File: src/rtl/serial_pkg.sv
//==============================================================================
// Module  : serial_pkg
// Brief   : Shared FSM state type and line-level constants for the deserialiser.
// Revision: 1.0
//==============================================================================
`default_nettype none

package serial_pkg;

    typedef enum logic [1:0] {
        IDLE   = 2'd0,
        DATA   = 2'd1,
        PARITY = 2'd2,
        STOP   = 2'd3
    } state_t;

    localparam logic START_BIT  = 1'b0;
    localparam logic STOP_BIT   = 1'b1;
    localparam logic IDLE_LEVEL = 1'b1;

endpackage

`default_nettype wire

File: src/rtl/serial_bit_counter.sv
//==============================================================================
// Module  : serial_bit_counter
// Brief   : Data-bit counter; done flags the strobe carrying the last data bit.
// Revision: 1.0
//==============================================================================
`default_nettype none

module serial_bit_counter #(
    parameter int WIDTH = 8
) (
    input  logic clk,
    input  logic rst,
    input  logic clr,
    input  logic inc,
    output logic done
);

    localparam int CW = $clog2(WIDTH + 1);
    localparam logic [CW-1:0] c_last = CW'(WIDTH - 1);

    logic [CW-1:0] r_count;

    always_ff @(posedge clk or posedge rst) begin
        if (rst) begin
            r_count <= '0;
        end else if (clr) begin
            r_count <= '0;
        end else if (inc) begin
            r_count <= r_count + CW'(1);
        end
    end

    assign done = inc && (r_count == c_last);

endmodule

`default_nettype wire

File: src/rtl/serial_frame_deser.sv
//==============================================================================
// Module  : serial_frame_deser
// Brief   : Start/data/[parity]/stop deserialiser with a one-entry valid/ready
//           output buffer. Define PARITY_CHECK_EN to expect an even-parity bit.
// Revision: 1.0
//==============================================================================
`default_nettype none

module serial_frame_deser #(
    parameter int WIDTH     = 8,
    parameter bit LSB_FIRST = 1'b1
) (
    input  logic             clk,
    input  logic             rst,
    input  logic             din,
    input  logic             din_en,
    output logic [WIDTH-1:0] out_data,
    output logic             out_valid,
    input  logic             out_ready,
    output logic             busy,
    output logic             frame_err,
    output logic             overrun
);

    import serial_pkg::*;

    state_t             r_state;
    logic [WIDTH-1:0]   r_shift;
    logic [WIDTH-1:0]   r_data;
    logic               r_valid;
    logic               r_busy;
    logic               r_ferr;
    logic               r_ovr;
    logic [WIDTH-1:0]   w_shift_next;
    logic               w_hs;
    logic               w_clr;
    logic               w_inc;
    logic               w_done;
    logic               w_frame_ok;

    generate
        if (LSB_FIRST) begin : g_lsb_first
            assign w_shift_next = {din, r_shift[WIDTH-1:1]};
        end else begin : g_msb_first
            assign w_shift_next = {r_shift[WIDTH-2:0], din};
        end
    endgenerate

    assign w_hs  = r_valid && out_ready;
    assign w_clr = din_en && (r_state == IDLE) && (din == START_BIT);
    assign w_inc = din_en && (r_state == DATA);

    serial_bit_counter #(.WIDTH(WIDTH)) u_bit_counter (
        .clk  (clk),
        .rst  (rst),
        .clr  (w_clr),
        .inc  (w_inc),
        .done (w_done)
    );

`ifdef PARITY_CHECK_EN
    logic r_par;
    // Even parity: the parity bit equals the XOR of the data bits.
    assign w_frame_ok = (din == STOP_BIT) && (r_par == ^r_shift);
`else
    assign w_frame_ok = (din == STOP_BIT);
`endif

    always_ff @(posedge clk or posedge rst) begin
        if (rst) begin
            r_state <= IDLE;
            r_shift <= '0;
            r_data  <= '0;
            r_valid <= 1'b0;
            r_busy  <= 1'b0;
            r_ferr  <= 1'b0;
            r_ovr   <= 1'b0;
`ifdef PARITY_CHECK_EN
            r_par   <= 1'b0;
`endif
        end else begin
            r_ferr <= 1'b0;
            r_ovr  <= 1'b0;
            if (w_hs) begin
                r_valid <= 1'b0;
            end
            if (din_en) begin
                case (r_state)
                    IDLE: begin
                        if (din == START_BIT) begin
                            r_state <= DATA;
                            r_busy  <= 1'b1;
                        end
                    end
                    DATA: begin
                        r_shift <= w_shift_next;
                        if (w_done) begin
`ifdef PARITY_CHECK_EN
                            r_state <= PARITY;
`else
                            r_state <= STOP;
`endif
                        end
                    end
`ifdef PARITY_CHECK_EN
                    PARITY: begin
                        r_par   <= din;
                        r_state <= STOP;
                    end
`endif
                    STOP: begin
                        r_state <= IDLE;
                        r_busy  <= 1'b0;
                        if (!w_frame_ok) begin
                            r_ferr <= 1'b1;
                        end else if (!r_valid || w_hs) begin
                            r_data  <= r_shift;
                            r_valid <= 1'b1;
                        end else begin
                            // Buffer occupied and not draining: keep the old word.
                            r_ovr <= 1'b1;
                        end
                    end
                    default: begin
                        r_state <= IDLE;
                        r_busy  <= 1'b0;
                    end
                endcase
            end
        end
    end

    assign out_data  = r_data;
    assign out_valid = r_valid;
    assign busy      = r_busy;
    assign frame_err = r_ferr;
    assign overrun   = r_ovr;

endmodule

`default_nettype wire
File: config.mk
export PLATFORM = sky130hd
export DESIGN_NAME = serial_frame_deser
export DESIGN_NICKNAME = d
export VERILOG_FILES = /design/src/rtl/serial_pkg.sv /design/src/rtl/serial_bit_counter.sv /design/src/rtl/serial_frame_deser.sv
export SDC_FILE = /design/constraint.sdc
export NUM_CORES = 1
export LEC_CHECK = 0
export CAP_MARGIN = 20
export CORE_AREA = 4 4 55 57
export DETAILED_ROUTE_END_ITERATION = 16
export DIE_AREA = 0 0 59 61
export PLACE_DENSITY = 0.76
export SLEW_MARGIN = 20
export SYNTH_ARGS = -nofsm -noshare
export SYNTH_HDL_FRONTEND = slang
export SYNTH_SLANG_ARGS = --single-unit
File: constraint.sdc
create_clock -name clk -period 1.3 [get_ports clk]
set_input_delay 0.26 -clock clk [delete_from_list [all_inputs] [get_ports clk]]
set_output_delay 0.26 -clock clk [all_outputs]
set_load 0.02 [all_outputs]
Yosys cells after proc, flatten, opt, wreduce, memory -nomap -nowiden
Index checks and enable logic that the tools add are counted.
{ "totals": {"inputBits": 5, "reg_bits": 26, "wordCells": 48} }
{ "classes": {"n_mux": 19, "eq_ne": 5, "bitwise_logic": 2, "addsub": 1, "reduce_logical": 13} }
{ "ops": {"columns": ["operator", "count"], "rows": [
  ["$mux W1", 13],
  ["$mux W4", 2],
  ["$reduce_and A3 Y1", 2],
  ["$logic_and A1 B1 Y1", 5],
  ["$add A4 B1 Y4 const B", 1],
  ["$eq A4 B3 Y1 const B", 1],
  ["$mux W2", 2],
  ["$pmux W2 S2", 1],
  ["$reduce_and A4 Y1", 1],
  ["$eq A2 B1 Y1 const B", 1],
  ["$eq A2 B2 Y1 const B", 1],
  ["$logic_not A2 Y1", 1],
  ["$ne A2 B1 Y1 const B", 1],
  ["$ne A2 B2 Y1 const B", 1],
  ["$not A1 Y1", 2],
  ["$pmux W1 S2", 1],
  ["$reduce_and A2 Y1", 1],
  ["$reduce_bool A2 Y1", 1],
  ["$logic_not A1 Y1", 1],
  ["$logic_or A1 B1 Y1", 1]
]} }

Logic depth before layout (Yosys ltp)
Gate-level depths: netlist of the first run.
{ "logic_depth": {"word_depth": 6, "ltp_mapped": 5, "ltp_nobuf": 4} }

Modules after synthesis
A second synthesis of the first run with hierarchy kept.
{ "hier_totals": {"cells_unflattened": 79, "hier_area_um2": 1173.6} }
{ "modules_own_cells": {"columns": ["mod", "n_inst", "area_each_um2", "cells_each"], "rows": [
  ["serial_frame_deser", 1, 940.9, 60],
  ["serial_bit_counter", 1, 232.7, 19]
]} }

Least setup slack after synthesis of the first run
OpenSTA, ideal clock, no wires.
{ "synth_path": {"kind": "register -> register", "from": "register r_valid, in the netlist out_valid", "to": "register r_data[0], in the netlist out_data[0]", "slack_ns": 0.033, "setup_time_ns": 0.125, "arrival_ns": 1.142, "n_path_buf": 1, "period_less_slack_ns": 1.267, "stages_incl_launch_ff": 5, "cell_sequence": "dfrtp_1 nand2b_1 nor2b_4 buf_12 mux2_4"} }
{ "synth_between": {"elab_chain_len": 3} }
{ "synth_lines": {"columns": ["element", "line", "text"], "rows": [
  ["from (decl)", "serial_frame_deser.sv:30", "logic r_valid;"],
  ["from (signal assigned)", "serial_frame_deser.sv:74", "r_valid <= 1'b0;"],
  ["from (signal assigned)", "serial_frame_deser.sv:85", "r_valid <= 1'b0;"],
  ["from (signal assigned)", "serial_frame_deser.sv:118", "r_valid <= 1'b1;"],
  ["$logic_not A1 Y1 or $logic_and A1 B1 Y1 (tied branches)", "serial_frame_deser.sv:116, serial_frame_deser.sv:49", null],
  ["$logic_or A1 B1 Y1 *", "serial_frame_deser.sv:116", "end else if (!r_valid || w_hs) begin"],
  ["$reduce_and A4 Y1 (no line) *", null, null],
  ["to (signal assigned)", "serial_frame_deser.sv:117", "r_data <= r_shift;"],
  ["to (decl)", "serial_frame_deser.sv:29", "logic [WIDTH-1:0] r_data;"]
]} }
Every way passes the cells marked *; elsewhere a longest branch is shown, timed or not.
A chain may end at the register's enable or synchronous reset.

Worst setup path after layout of the first run
{ "layout_path": {"from": "input din_en", "to": "register r_data[4], in the netlist out_data[4]"} }
{ "layout_between": {"elab_chain_len": 1} }
{ "layout_lines": {"columns": ["element", "line", "text"], "rows": [
  ["from (decl)", "serial_frame_deser.sv:16", "input logic din_en,"],
  ["$reduce_and A4 Y1 (no line)", null, null]
]} }
Every way passes these cells.

==> results of run 1 <==
==> cells in the mapped netlist (all sizes together) (2+ instances only) <==
| master | n |
|---|---|
| dfrtp | 26 |
| mux2 | 16 |
| a21oi | 4 |
| buf | 4 |
| inv | 4 |
| nor2b | 4 |
| mux2i | 2 |
| nand2 | 2 |
| nand3 | 2 |
| nand4 | 2 |
| nor2 | 2 |
| o21ai | 2 |
| o2bb2ai | 2 |
==> through the flow <==
stage	setup TNS (ns)	setup slack, ns	util
final	0	0.0226	0.557
after global routing	0	0.0117	0.557
after CTS	0	0.00474	0.575
after detailed placement	-5.27	-0.350	0.562
after global placement	-5.07	-0.327	0.562
after floorplan	0	0.0328	-
==> power by group through the flow <==
stage | registers, µW | clock network [µW] | logic [µW]
after floorplan | 1480 | 0 | 592
after global placement | 1360 | 0 | 1100
after detailed placement | 1370 | 0 | 1130
after CTS | 1360 | 412 | 1060
after global routing | 1400 | 456 | 1070
final | 1350 | 400 | 975
==> per-layer routing <==
metal / track usage / up-vias
met5: 0 / -
met1: 0.148 / 322
met4: 0.0194 / 0
met3: 0.0191 / 2
met2: 0.191 / 10
li1: - / 326
==> worst register-to-register path, delay by kind of cell (launching register included) <==
kind	cells	cell delay, ns
simple gates	2	0.25
flops	1	0.45
buf+inv	1	0.14
mux	1	0.30
==> flip-flops by register name, summed over array words and instances (netlist names) <==
name                   flops
r_state                    2
busy                       1
u_bit_counter.r_count      4
out_valid                  1
out_data                   8
overrun                    1
r_shift                    8
frame_err                  1
==> final timing paths <==
check	to	start	cells after the start
setup reg to reg	out_data[4]$_DFFE_PP0P_	r_state[1]$_DFFE_PP0P_	4
min in group clk	frame_err$_DFF_PP0_	din	2
setup / recovery	out_data[4]$_DFFE_PP0P_	din_en	5
hold reg to reg	out_data[0]$_DFFE_PP0P_	r_shift[0]$_DFFE_PP0P_	1
hold / removal	out_data[2]$_DFFE_PP0P_	rst	3
max in group asynchronous	r_state[1]$_DFFE_PP0P_	rst	3
==> layout make-up <==
| cell class | instances | area (µm²) | area share |
|---|---|---|---|
| clock buffer | 4 | 36.3 | 0.0263 |
| inverter | 4 | 15.0 | 0.0109 |
| multi-input combinational | 45 | 437 | 0.317 |
| sequential | 26 | 652 | 0.473 |
| tap | 30 | 37.5 | 0.0272 |
| timing repair buffer | 25 | 201 | 0.146 |
==> repair_timing <==
item / CTS / global route
endpoints found under the setup margin: 16 / 20
pin swaps: 0 / 0
hold buffers: 0 / 0
gates cloned: 0 / 0
gates resized for setup: 22 / 14
==> logic make-up after synthesis <==
| kind of cell | Yosys count | share of synthesized area |
|---|---|---|
| flip-flops | 26 | 0.565 |
| multiplexers | 18 | 0.200 |
| AND/OR/NAND/NOR | 16 | 0.111 |
| AO/OA/AOI/OAI | 10 | 0.0576 |
| buffers and inverters | 8 | 0.0565 |
| adder cells (fa/ha/maj) | 1 | 0.0109 |
==> reports/qor.yml, run 1 <==
grt_antenna_before_repair: 0
ys_async_sr_fraction: 1.00
io_buffers: 16
power_uw: 2720
diodes: 0
synthToLayoutAreaGrowth_pct: 19.7
fin_area_um2: 1380
avgRoutedWirePerCell_um: 13.0
power.density_nw_per_um2: 1980
synth-edff-count: 0
synth_top_area_share: 0.565
synth_seq_area_share: 0.565
wl_met3_um: 77
drtIter0Drc: 6
start_util: 0.465
drt-vias-per-instance: 4.93
post-route-drc-count: 0
p_comb_frac: 0.358
die_y_um: 61
syn-num-nets: 85
cts_inserted_buffers: 3
wl_met2_um: 865
grt_first_pass_wirelength_um: 3110
placed_cell_area_um2: 1390
worst-slew-pin-transition_ns: 0.205
synth_area_um2: 1150
cts_sinks: 26
synth_cells: 79
layout-drive-gt1-share: 0.433
hold_ws_ns: 0.276
worst-setup-path-type: "input pin to flop"
ys_ff_latch: 26
max_slew_margin: 0.864
fill_cells: 216
clockPowerShare: 0.147
r2r_slack_ns: 0.06
synth.avg_cell_area_um2: 14.6
dpl.hpwl_um: 1310
cp_cell_sequence: "clkdlybuf4s50_1 -> nand4_4 -> nor2b_4 -> buf_12 -> mux2_4"
p_switching_uw: 901
top_layer: "met4"
fp-row-count: 18
grt_overflow: 0
gp_congestion: 0.762
postCtsSetupBuffers: 0
end_kind: "flop"
root_buffer: "clkbuf_4"
grt_pass1_vias: 717
period_share: 0.983
wl_um: 1740
layout_commonest_cell: "dfrtp_1"
path_max_fanout: 8
p_leak_uw: 0.000668
finalSetupViolCount: 0
met1Wirelength_um: 788
final_hold_viol_count: 0
clkTransAtPathRegs_ns: 0.14
grt_usage: 0.110
layout.nets: 111
slew_violations: 0
insertion_delay_ns: 0.31
cp_slowest_cell: "clkdlybuf4s50_1"
core_area_um2: 2480
clockBufferDepth: 2
critPathLaunchType: "input pin"
die_area_um2: 3600
slowest_delay_ns: 0.52
fin_skew_ns: 0.00449
cts_tree: "yes"
path_delay_family: "buffers and inverters"
synthTopCellsByArea: "dfrtp_1, mux2_4, mux2_2"
max-cap-violations: 0
fp.dieW_um: 59
dr_total_vias: 660
p_seq_frac: 0.495
first_pass_iters: 2
io-pin-count: 17
ys_types: 26
rsz0062_at_grt: "no"
internal_power_uw: 1820
netSwitchingFraction: 0.331
hold_path_class: "input pin to async pin"
fin_crit_ns: 1.28
fmax_mhz: 783
yosys_warnings: 0
ant_nets: 0
yosysTopAreaCell: "dfrtp_1"
critPathArrivalTime_ns: 1.49
worst-path-buf-inv: 2
status: "completed"
final_cell_mix: "dfrtp_1, clkbuf_2, mux2_4, mux2_2, buf_4"
worstPathRequired_ns: 1.51
ir_drop_v: 0.00118
ctsHtreeMaxLevel: 1
instances_no_fill: 134
synth_ff_type: "dfrtp_1"
grt_max_degree: 27
dp_cells: 130
Note: power is estimated with default switching activity, not from simulation.
==> run 2: changes to the inputs <==
Settings changed: GPL_TIMING_DRIVEN set to 0.
==> run 2 against run 1 <==
  * Clock power rose by 36%
  * Core utilization rose by 1.9 points
  * Global-route usage up 0.53 points
  * Sequential cell count is the same
  * Setup slack lost 0.013 ns
  * Wire length grew 6.5%
  * Hold slack worse by 0.0074 ns
  * First-iteration DRC count rose by 33%
  * Register-to-register slack worse by 0.03 ns
  * Maximum frequency down 0.99%
  * Critical path type unchanged
  * Critical endpoint is now out_data[6]$_DFFE_PP0P_
  * Largest cell class unchanged
==> reports/qor.yml, run 2 (synthesis results as in run 1) <==
worst-setup-path-type: "input pin to flop"
slowest_delay_ns: 0.53  # about the same
grt_first_pass_wirelength_um: 3170  # +1.8%
grt_max_degree: 27  # unchanged
end_kind: "flop"
critPathLaunchType: "input pin"
core_area_um2: 2480  # unchanged
start_util: 0.465  # unchanged
ctsHtreeMaxLevel: 1  # unchanged
worst-slew-pin-transition_ns: 0.537  # +0.332 ns
diodes: 0  # unchanged
max-cap-violations: 0  # unchanged
cts_inserted_buffers: 3  # unchanged
fin_crit_ns: 1.29  # +0.0128 ns
max_slew_margin: 0.642  # -0.222
cp_slowest_cell: "clkdlybuf4s50_1"
grt_usage: 0.116  # +0.00534
period_share: 0.992  # +0.00986
cts_tree: "yes"
drt-vias-per-instance: 5.01  # +1.8%
clockBufferDepth: 2  # unchanged
dpl.hpwl_um: 1240  # -5.5%
critPathArrivalTime_ns: 1.50  # about the same
power.density_nw_per_um2: 2050  # +4.0%
layout.nets: 113  # +1.8%
fp-row-count: 18  # unchanged
hold_path_class: "input pin to async pin"
cts_sinks: 26  # unchanged
register_area_um2: 651  # -0.19%
final_cell_mix: "dfrtp_1, clkbuf_2, mux2_4"
root_buffer: "clkbuf_4"
clkTransAtPathRegs_ns: 0.14  # about the same
power_uw: 2930  # +7.6%
path_max_fanout: 8  # unchanged
cts_hold_buf: 0  # unchanged
r2r_slack_ns: 0.03  # -0.03 ns
ant_nets: 0  # unchanged
fill_cells: 220  # +1.9%
status: "completed"
rr_startpoint: "r_state[0]$_DFFE_PP0P_"
reg2reg_to: "r_shift[6]$_DFFE_PP0P_"
fin_skew_ns: 0.00896  # +0.00448 ns
die_area_um2: 3600  # unchanged
fp.dieW_um: 59  # unchanged
fmax_mhz: 775  # -0.99%
io-pin-count: 17  # unchanged
post-route-drc-count: 0  # unchanged
grt_overflow: 0  # unchanged
worstRegToRegCells: 4  # unchanged
tns_ns: 0  # unchanged
final_hold_viol_count: 0  # unchanged
grt_pass1_vias: 676  # -5.7%
drtIter0Drc: 8  # +2
worstPathRequired_ns: 1.51  # about the same
ir_drop_v: 0.00138  # +17%
synthToLayoutAreaGrowth_pct: 23.8
finalSetupViolCount: 0  # unchanged
grt_antenna_before_repair: 0  # unchanged
avgRoutedWirePerCell_um: 13.6  # +4.9%
slew_violations: 0  # unchanged
insertion_delay_ns: 0.32  # about the same
gp_congestion: 0.768  # +0.81%
first_pass_iters: 4  # +2
dr_total_vias: 682  # +3.3%
layout_commonest_cell: "dfrtp_1"
die_y_um: 61  # unchanged
multi_input_area_um2: 448  # +2.6%
wl_um: 1860  # +6.5%
io_buffers: 16  # unchanged
cp_cell_sequence: "clkdlybuf4s50_1 -> nand4_4 -> nor2b_4 -> buf_12 -> mux2_4"
rsz0062_at_grt: "yes"
p_leak_uw: 0.000692  # +3.7%
layout-drive-gt1-share: 0.434  # +0.00127
-- run 2: cell count changes in the layout (fill, tap and decap cells not counted), sizes merged --
cell    previous run  this run
buf                9        11
bufinv             0         1
clkbuf            14        13
-- run 2: what timing repair did --
action / 4_1_cts / 5_1_grt
resized for setup: 24 / 14
endpoints found under the setup margin: 20 / 26
setup buffers: 2 / 4
pin swaps: 0 / 1
-- run 2: area by class of cell --
| type | count | share of cell area |
|---|---|---|
| Tap cell | 30 | 0.0263 |
| Clock buffer | 3 | 0.0158 |
| Clock inverter | 1 | 0.0211 |
| Timing Repair Buffer | 23 | 0.118 |
| Multi-Input combinational cell | 45 | 0.314 |
| Sequential cell | 26 | 0.456 |
| Inverter | 4 | 0.0105 |
| Buffer | 4 | 0.0377 |
-- run 2: per-stage QoR --
stage	cells	utilization	setup WS, ns	cell area [µm²]	hold WS (ns)
2_1_floorplan	79	-	0.0328	1150	0.300
3_3_place_gp	125	0.545	-0.351	1350	0.487
3_5_place_dp	125	0.545	-0.364	1350	0.489
4_1_cts	131	0.572	0.00340	1420	0.293
5_1_grt	136	0.576	-0.0203	1430	0.310
6_report	136	0.576	0.00983	1430	0.269
-- run 2: report_power, final --
group	leakage [µW]	total, µW	switching [µW]	internal [µW]
logic	0.000337	1050	480	571
registers	0.000328	1330	209	1130
clock network	0.0000279	545	233	312
-- run 2: routing by layer --
layer | vias up | part of all wire | track usage
li1 | 328 | - | -
met1 | 338 | 0.42 | 0.156
met2 | 16 | 0.52 | 0.186
met3 | 0 | 0.061 | 0.0447
met4 | 0 | 0 | 0.00971
met5 | - | 0 | 0
-- run 2: how the worst max path moves through the flow --
stage,endpoint,slack (ns),cells after the start,from
after detailed placement,out_data[6]$_DFFE_PP0P_,-0.36,5,din
final,out_data[6]$_DFFE_PP0P_,0.01,5,din_en
after floorplan,out_data[0]$_DFFE_PP0P_,0.03,4,out_valid$_DFF_PP0_
after CTS,out_data[7],0.003,1,out_data[7]$_DFFE_PP0P_
after global placement,out_data[6]$_DFFE_PP0P_,-0.35,5,din
after global routing,out_data[6]$_DFFE_PP0P_,-0.02,5,r_state[1]$_DFFE_PP0P_
-- run 2: worst max-delay path: cells and delay by family --
| family | cells | cell delay (ns) |
|---|---|---|
| AND/OR/NAND/NOR | 2 | 0.27 |
| multiplexers | 1 | 0.30 |
| buffers and inverters | 2 | 0.67 |
